### src/rtl/count_sequencer.sv
// Sequences an external up/down counter: load a start value, step it every
// prescale+1 cycles until it reaches the end value, then pulse done.
module count_sequencer #(
  parameter int WIDTH = 4,
  parameter int PW    = 4
) (
  input  logic             clk,
  input  logic             rst,
  input  logic             cmd_valid,
  output logic             cmd_ready,
  input  logic [WIDTH-1:0] cmd_start,
  input  logic [WIDTH-1:0] cmd_end,
  input  logic             cmd_up,
  input  logic [PW-1:0]    cmd_prescale,
  input  logic             pause,
  input  logic             abort,
  input  logic [WIDTH-1:0] cnt_value,
  output logic             cnt_load,
  output logic [WIDTH-1:0] cnt_load_val,
  output logic             cnt_en,
  output logic             cnt_up,
  output logic             busy,
  output logic             done
);

  typedef enum logic [1:0] {IDLE, LOAD, RUN, DONE} state_t;

  state_t           state;
  logic [WIDTH-1:0] start_reg;
  logic [WIDTH-1:0] end_reg;
  logic             up_reg;
  logic [PW-1:0]    prescale_reg;
  logic [PW-1:0]    pc;

  logic at_end;
  logic tick;

  assign at_end = (cnt_value == end_reg);
  assign tick   = (pc == prescale_reg);

  always_ff @(posedge clk) begin
    if (rst) begin
      state        <= IDLE;
      start_reg    <= '0;
      end_reg      <= '0;
      up_reg       <= 1'b0;
      prescale_reg <= '0;
      pc           <= '0;
    end else begin
      case (state)
        IDLE: begin
          // abort has no meaning here; a command alongside it is still taken
          if (cmd_valid) begin
            start_reg    <= cmd_start;
            end_reg      <= cmd_end;
            up_reg       <= cmd_up;
            prescale_reg <= cmd_prescale;
            state        <= LOAD;
          end
        end
        LOAD: begin
          if (abort) begin
            state <= IDLE;
          end else begin
            pc    <= '0;
            state <= RUN;
          end
        end
        RUN: begin
          if (abort) begin
            state <= IDLE;
          end else if (at_end) begin
            state <= DONE;
          end else if (pause) begin
            pc <= pc;
          end else if (tick) begin
            pc <= '0;
          end else begin
            pc <= pc + PW'(1);
          end
        end
        DONE: begin
          state <= IDLE;
        end
        default: begin
          state <= IDLE;
        end
      endcase
    end
  end

  // Abort suppresses every counter/completion strobe in the cycle it is seen.
  assign cmd_ready    = (state == IDLE);
  assign busy         = (state != IDLE);
  assign cnt_load     = (state == LOAD) && !abort;
  assign done         = (state == DONE) && !abort;
  assign cnt_en       = (state == RUN) && !abort && !at_end && !pause && tick;
  assign cnt_up       = up_reg;
  assign cnt_load_val = start_reg;

endmodule

### config.mk
export PLATFORM = sky130hd
export DESIGN_NAME = count_sequencer
export DESIGN_NICKNAME = d
export VERILOG_FILES = /design/src/rtl/count_sequencer.sv
export SDC_FILE = /design/constraint.sdc
export NUM_CORES = 1
export LEC_CHECK = 0
export BUFFER_PORTS_ARGS = -buffer_cell sky130_fd_sc_hd__buf_2
export CORE_AREA = 3 3 47 49
export DETAILED_ROUTE_END_ITERATION = 8
export DIE_AREA = 0 0 50 52
export PLACE_DENSITY = 0.82
export SETUP_SLACK_MARGIN = 0.2
export SYNTH_ARGS = -nofsm -noshare
export SYNTH_HDL_FRONTEND = slang
export SYNTH_SLANG_ARGS = --single-unit
### constraint.sdc
create_clock -name clk -period 2.11 [get_ports clk]
set_clock_uncertainty 0.05 [all_clocks]
set_input_delay 0.211 -clock clk [delete_from_list [all_inputs] [get_ports clk]]
set_output_delay 0.211 -clock clk [all_outputs]
set_load 0.05 [all_outputs]
Yosys cells after proc, flatten, opt, wreduce, memory -nomap -nowiden
Index checks and enable logic that the tools add are counted.
{"block": "totals", "regBits": 19, "output_inout_bits": 10}
{"block": "classes", "n_addsub": 1, "n_eq_ne": 11, "mux": 11, "reduce_logical": 15}
{"op": "$mux 4", "n": 5}
{"op": "$ne 2x2->1 const B", "n": 5}
{"op": "$eq 4x4->1", "n": 2}
{"op": "$mux 2", "n": 4}
{"op": "$pmux 2 s4", "n": 1}
{"op": "$pmux 4 s2", "n": 1}
{"op": "$logic_and 1x1->1", "n": 6}
{"op": "$reduce_and 5->1", "n": 1}
{"op": "$add 4x1->4 const B", "n": 1}
{"op": "$eq 2x2->1 const B", "n": 2}
{"op": "$reduce_and 2->1", "n": 2}
{"op": "$reduce_bool 2->1", "n": 2}
{"op": "$logic_not 1->1", "n": 3}
{"op": "$ne 3x3->1 const B", "n": 1}
{"op": "$eq 2x1->1 const B", "n": 1}
{"op": "$logic_not 2->1", "n": 1}

Depth between registers and ports, before layout
{"block": "logic_depth", "depth_word": 6, "depth_mapped": 6, "mapped_depth_nobuf": 4}

Worst setup path before layout
Ideal clock, no wire load.
{"block": "synth_timing", "kind": "register to register", "start": "register state[1]", "end": "register start_reg[0], in the netlist cnt_load_val[0]", "setup_ns": 0.120, "t_arrival_ns": 1.730, "path_slack_ns": 0.211, "path_stages_with_launch": 7, "n_path_buf": 2, "path_cell_list": "dfxtp_1 > buf_6 > nor2_1 > nand2_1 > clkbuf_1 > nand2_1 > a21oi_1"}
{"block": "synth_via", "elab_chain_cells": 2}
{"element": "start, declared", "line_no": "28", "text": "state_t state;"}
{"element": "start signal, assigned", "line_no": "43", "text": "state <= IDLE;"}
{"element": "start signal, assigned", "line_no": "58", "text": "state <= LOAD;"}
{"element": "start signal, assigned", "line_no": "63", "text": "state <= IDLE;"}
{"element": "$logic_not 2->1"}
{"element": "named net cmd_ready", "line_no": "10", "text": "output logic cmd_ready,"}
{"element": "$reduce_and 2->1 (no line)"}
{"element": "end signal, assigned", "line_no": "54", "text": "start_reg <= cmd_start;"}
{"element": "end, declared", "line_no": "29", "text": "logic [WIDTH-1:0] start_reg;"}
The timed path passes the listed nets, and every way through them passes these cells.
A chain may end at the register's enable or synchronous reset.

Worst setup path in the final report
{"block": "layout_timing", "start": "register end_reg[0]", "end": "output port cnt_en"}
{"block": "layout_via", "elab_chain_cells": 5}
{"element": "start, declared", "line_no": "30", "text": "logic [WIDTH-1:0] end_reg;"}
{"element": "start signal, assigned", "line_no": "55", "text": "end_reg <= cmd_end;"}
{"element": "$eq 4x4->1", "line_no": "38", "text": "assign at_end = (cnt_value == end_reg);"}
{"element": "$logic_not 1->1", "line_no": "97", "text": "assign cnt_en = (state == RUN) && !abort && !at_end && !pause && tick;"}
{"element": "$logic_and 1x1->1 (3 in a row)", "line_no": "97"}
{"element": "end, declared", "line_no": "20", "text": "output logic cnt_en,"}
Every way passes these cells.

==> results by group <==
Setup path
  • R2R cell count: 5
  • Req. time, crit path: about 1.9 ns
  • R2R setup slack: 0.62 ns
  • FF-to-FF Start: state[0]
  • WP depth: 4
  • Worst-path maximum fanout: 3
  • Startpoint Class: flip-flop
  • Critical path type: reg -> out
  • Critical path arrival: approximately 1.5 ns
  • Crit path buffers/inverters: 1
  • RR Endpoint: pc[3]
  • CP endpoint: cnt_en
  • CP peak stage delay: about 0.45 ns
  • Largest delay share family, worst path: compound AO/OA/AOI/OAI gates
  • Critical Path Source: end_reg[0]
  • CP endpoint kind: output port
  • CP max-delay cell: o41ai_4
  • Cell Chain, Critical Path: xor2_1 -> o41ai_4 -> nor2_1 -> buf_6

Place
  • # port buffers: 31
  • Placer Congestion: roughly 0.86
  • Cell count after placement: 159
  • Final HPWL from detailed placement: roughly 1.5 mm

Yosys
  • Seq/Total Area, Yosys: 0.4092
  • Post-synth ARST share: 0
  • Area contributors post-synth: dfxtp_1, nand2_1, a21oi_1
  • Mapped Avg Cell Area: between 8 and 9 µm²
  • Post-Syn Instances: between 100 and 150
  • Number of synthesized flops with an enable pin: 0
  • Prevailing post-synth register cell: dfxtp_1
  • Cell area after synthesis: 929.6 µm²
  • Post-synth top area share: 0.4092
  • Post-synthesis cell type count: 36
  • Syn nets: between 100 and 150
  • Yosys warns: 0
  • Seq cells post-synth: 19
  • Cell taking the most area after synthesis: dfxtp_1

Cells and area
  • Inserted Diodes: 0
  • Register area: 381.6 µm²
  • Non-filler cells, final: 164
  • Share of layout cells above drive strength 1: 0.3139
  • Area grow syn2layout: 23.42%
  • Layout filler cell count: between 150 and 200
  • Multi-input logic area: ~530 µm²
  • NumNets Final: roughly 160

Clock tree
  • Inserted Clock Buffers: 3
  • Clock Pin Slew Worst Setup and Hold Paths: approximately 0.11 ns
  • Clock sinks: 19
  • Hold_buf cts: 0
  • CTS tree: done
  • CTS H-tree lvls: 1
  • Root Buffer: clkbuf_4
  • Later-pin clock latency in the skew report: ~0.29 ns
  • Max Root-Sink Buffers: 2

STA
  • RSZ-0062 raised after global routing: false
  • Final Setup Violations: 0
  • Least-Margin Pin Slew: 0.4352 ns
  • Hold Fails Final Rpt: 0
  • Period utilization: 0.8554
  • Period minus WS final: between 1.5 and 2 ns
  • Setup TNS: 0 ns
  • FMAX: between 500 and 600 MHz
  • Relative slew margins: 0.7099
  • Final Slew Violations: 0

Global route
  • Gr ovfl total: 0
  • Overall Global Routing Usage: 0.1558
  • First-pass GRT wire length: roughly 3.1 mm
  • Initial antenna violation count: 0
  • Vias in the first global route: around 740
  • Largest net degree at the start of global routing: 20

Power
  • Worst IR drop on VDD: approximately 0.44 mV
  • Sequential power share: 0.547
  • Net Sw Frac: 0.3018
  • Leakage: 0.4702 nW
  • Pwr dens: just over 600 nW/µm²
  • Clock power share: 0.248
  • Psw: about 210 µW
  • Internal power: approximately 500 µW
  • Combinational Power Share: 0.205

Flow run
  • Maximum Capacitance Violations: 0

Drt
  • Vias/cell: 5.049
  • Avg WL per Cell: 11.37 µm
  • DRC errors left: 0
  • Via count: a little over 800
  • Drt total wl: between 1.5 and 2 mm
  • DRT iter0 DRCs: 16
  • ANT nets after route: 0
  • 1st-pass router iterations: 4

Die
  • Core ar.: roughly 1900 µm²
  • Die area: around 2600 µm²
  • Chip Height: approximately 52 µm
  • Width of the die: about 50 µm
  • # rows: 16
  • IO Count: 32
  • Starting density of the core: 0.4888

Hold path
  • Hold Path Class: in -> reg

Outcome
  • Outcome: finished clean
==> metal layers <==
metal  share of wire  GRT usage  vias to the layer above
met3           0.055    0.04011                        2
met4          0.0054    0.05069                        0
met2            0.48     0.2500                       22
met5               0          0                        -
li1                -          -                      427
met1            0.46     0.2021                      377
==> power by group through the flow <==
stage	Combinational, mW	Sequential, mW	Clock [mW]
4_1_cts	0.143	0.389	0.179
6_report	0.146	0.389	0.177
2_1_floorplan	0.0837	0.415	0
3_3_place_gp	0.139	0.396	0
3_5_place_dp	0.142	0.397	0
5_1_grt	0.160	0.393	0.196
==> tightest hold or removal path, stage by stage <==
cell and delay (ns):
buf_2 0.09, nand2_1 0.04, a21oi_1 0.05
==> area by class of cell <==
cell class,count,area share
multi-input combinational,79,0.4580
sequential,19,0.3326
timing repair buffer,32,0.1472
tap,27,0.02944
clock buffer,4,0.02290
inverter,3,0.009815
==> synth_stat cells (all sizes together), types with 2 or more instances <==
| library cell | number |
|---|---|
| a21oi | 13 |
| buf | 4 |
| dfxtp | 19 |
| inv | 3 |
| nand2 | 28 |
| nand3 | 3 |
| nor2 | 3 |
| nor3b | 2 |
| o41ai | 2 |
| xnor2 | 5 |
| xor2 | 4 |
==> metrics by stage <==
| step | cell area [µm²] | power, mW | hold slack [ns] | util | setup WS (ns) |
|---|---|---|---|---|---|
| 6_report | 1147 | 0.7120 | 0.09512 | 0.6033 | 0.3051 |
| 2_1_floorplan | 929.6 | 0.4991 | 0.2383 | - | 0.2106 |
| 5_1_grt | 1147 | 0.7484 | 0.09567 | 0.6033 | 0.2037 |
| 4_1_cts | 1121 | 0.7115 | 0.09894 | 0.5895 | 0.2109 |
| 3_5_place_dp | 1086 | 0.5393 | 0.3948 | 0.5711 | 0.5141 |
| 3_3_place_gp | 1086 | 0.5358 | 0.3911 | 0.5711 | 0.5453 |
==> repair_timing <==
action                     4_1_cts  5_1_grt
resized for setup                1        5
pin swaps                        0        2
buffers inserted                 0        1
setup endpoints to repair        1        1
==> cells in the final DEF (no fill, tap or decap), types with 3 or more instances in the layout <==
master / n
a21oi_1: 13
buf_2: 30
clkbuf_4: 3
dfxtp_1: 18
inv_1: 3
nand2_1: 27
nand3_1: 3
nor2_1: 3
xnor2_1: 5
xor2_1: 4
==> worst min-delay path by stage <==
stage	slack, ns	to	cells past startpoint	start
CTS	0.1	end_reg[1]	3	cmd_end[1]
finish	0.1	cnt_load_val[2]	3	cmd_start[2]
global placement	0.39	cnt_load_val[1]	2	cnt_load_val[1]
floorplan	0.24	state[1]	1	abort
global route	0.1	end_reg[0]	3	cmd_end[0]
detailed placement	0.39	cnt_load_val[3]	2	cnt_load_val[3]
==> cell families after synthesis <==
logic type / count (synthesis) / synth area share
AND/OR/NAND/NOR: 45 / 0.2436
AO/OA/AOI/OAI: 23 / 0.1911
flip-flops: 19 / 0.4091
buffers and inverters: 8 / 0.04710
adder cells (fa/ha/maj): 1 / 0.01346
XOR/XNOR: 9 / 0.08479
multiplexers: 1 / 0.01077
Note: power is estimated with default switching activity, not from simulation.
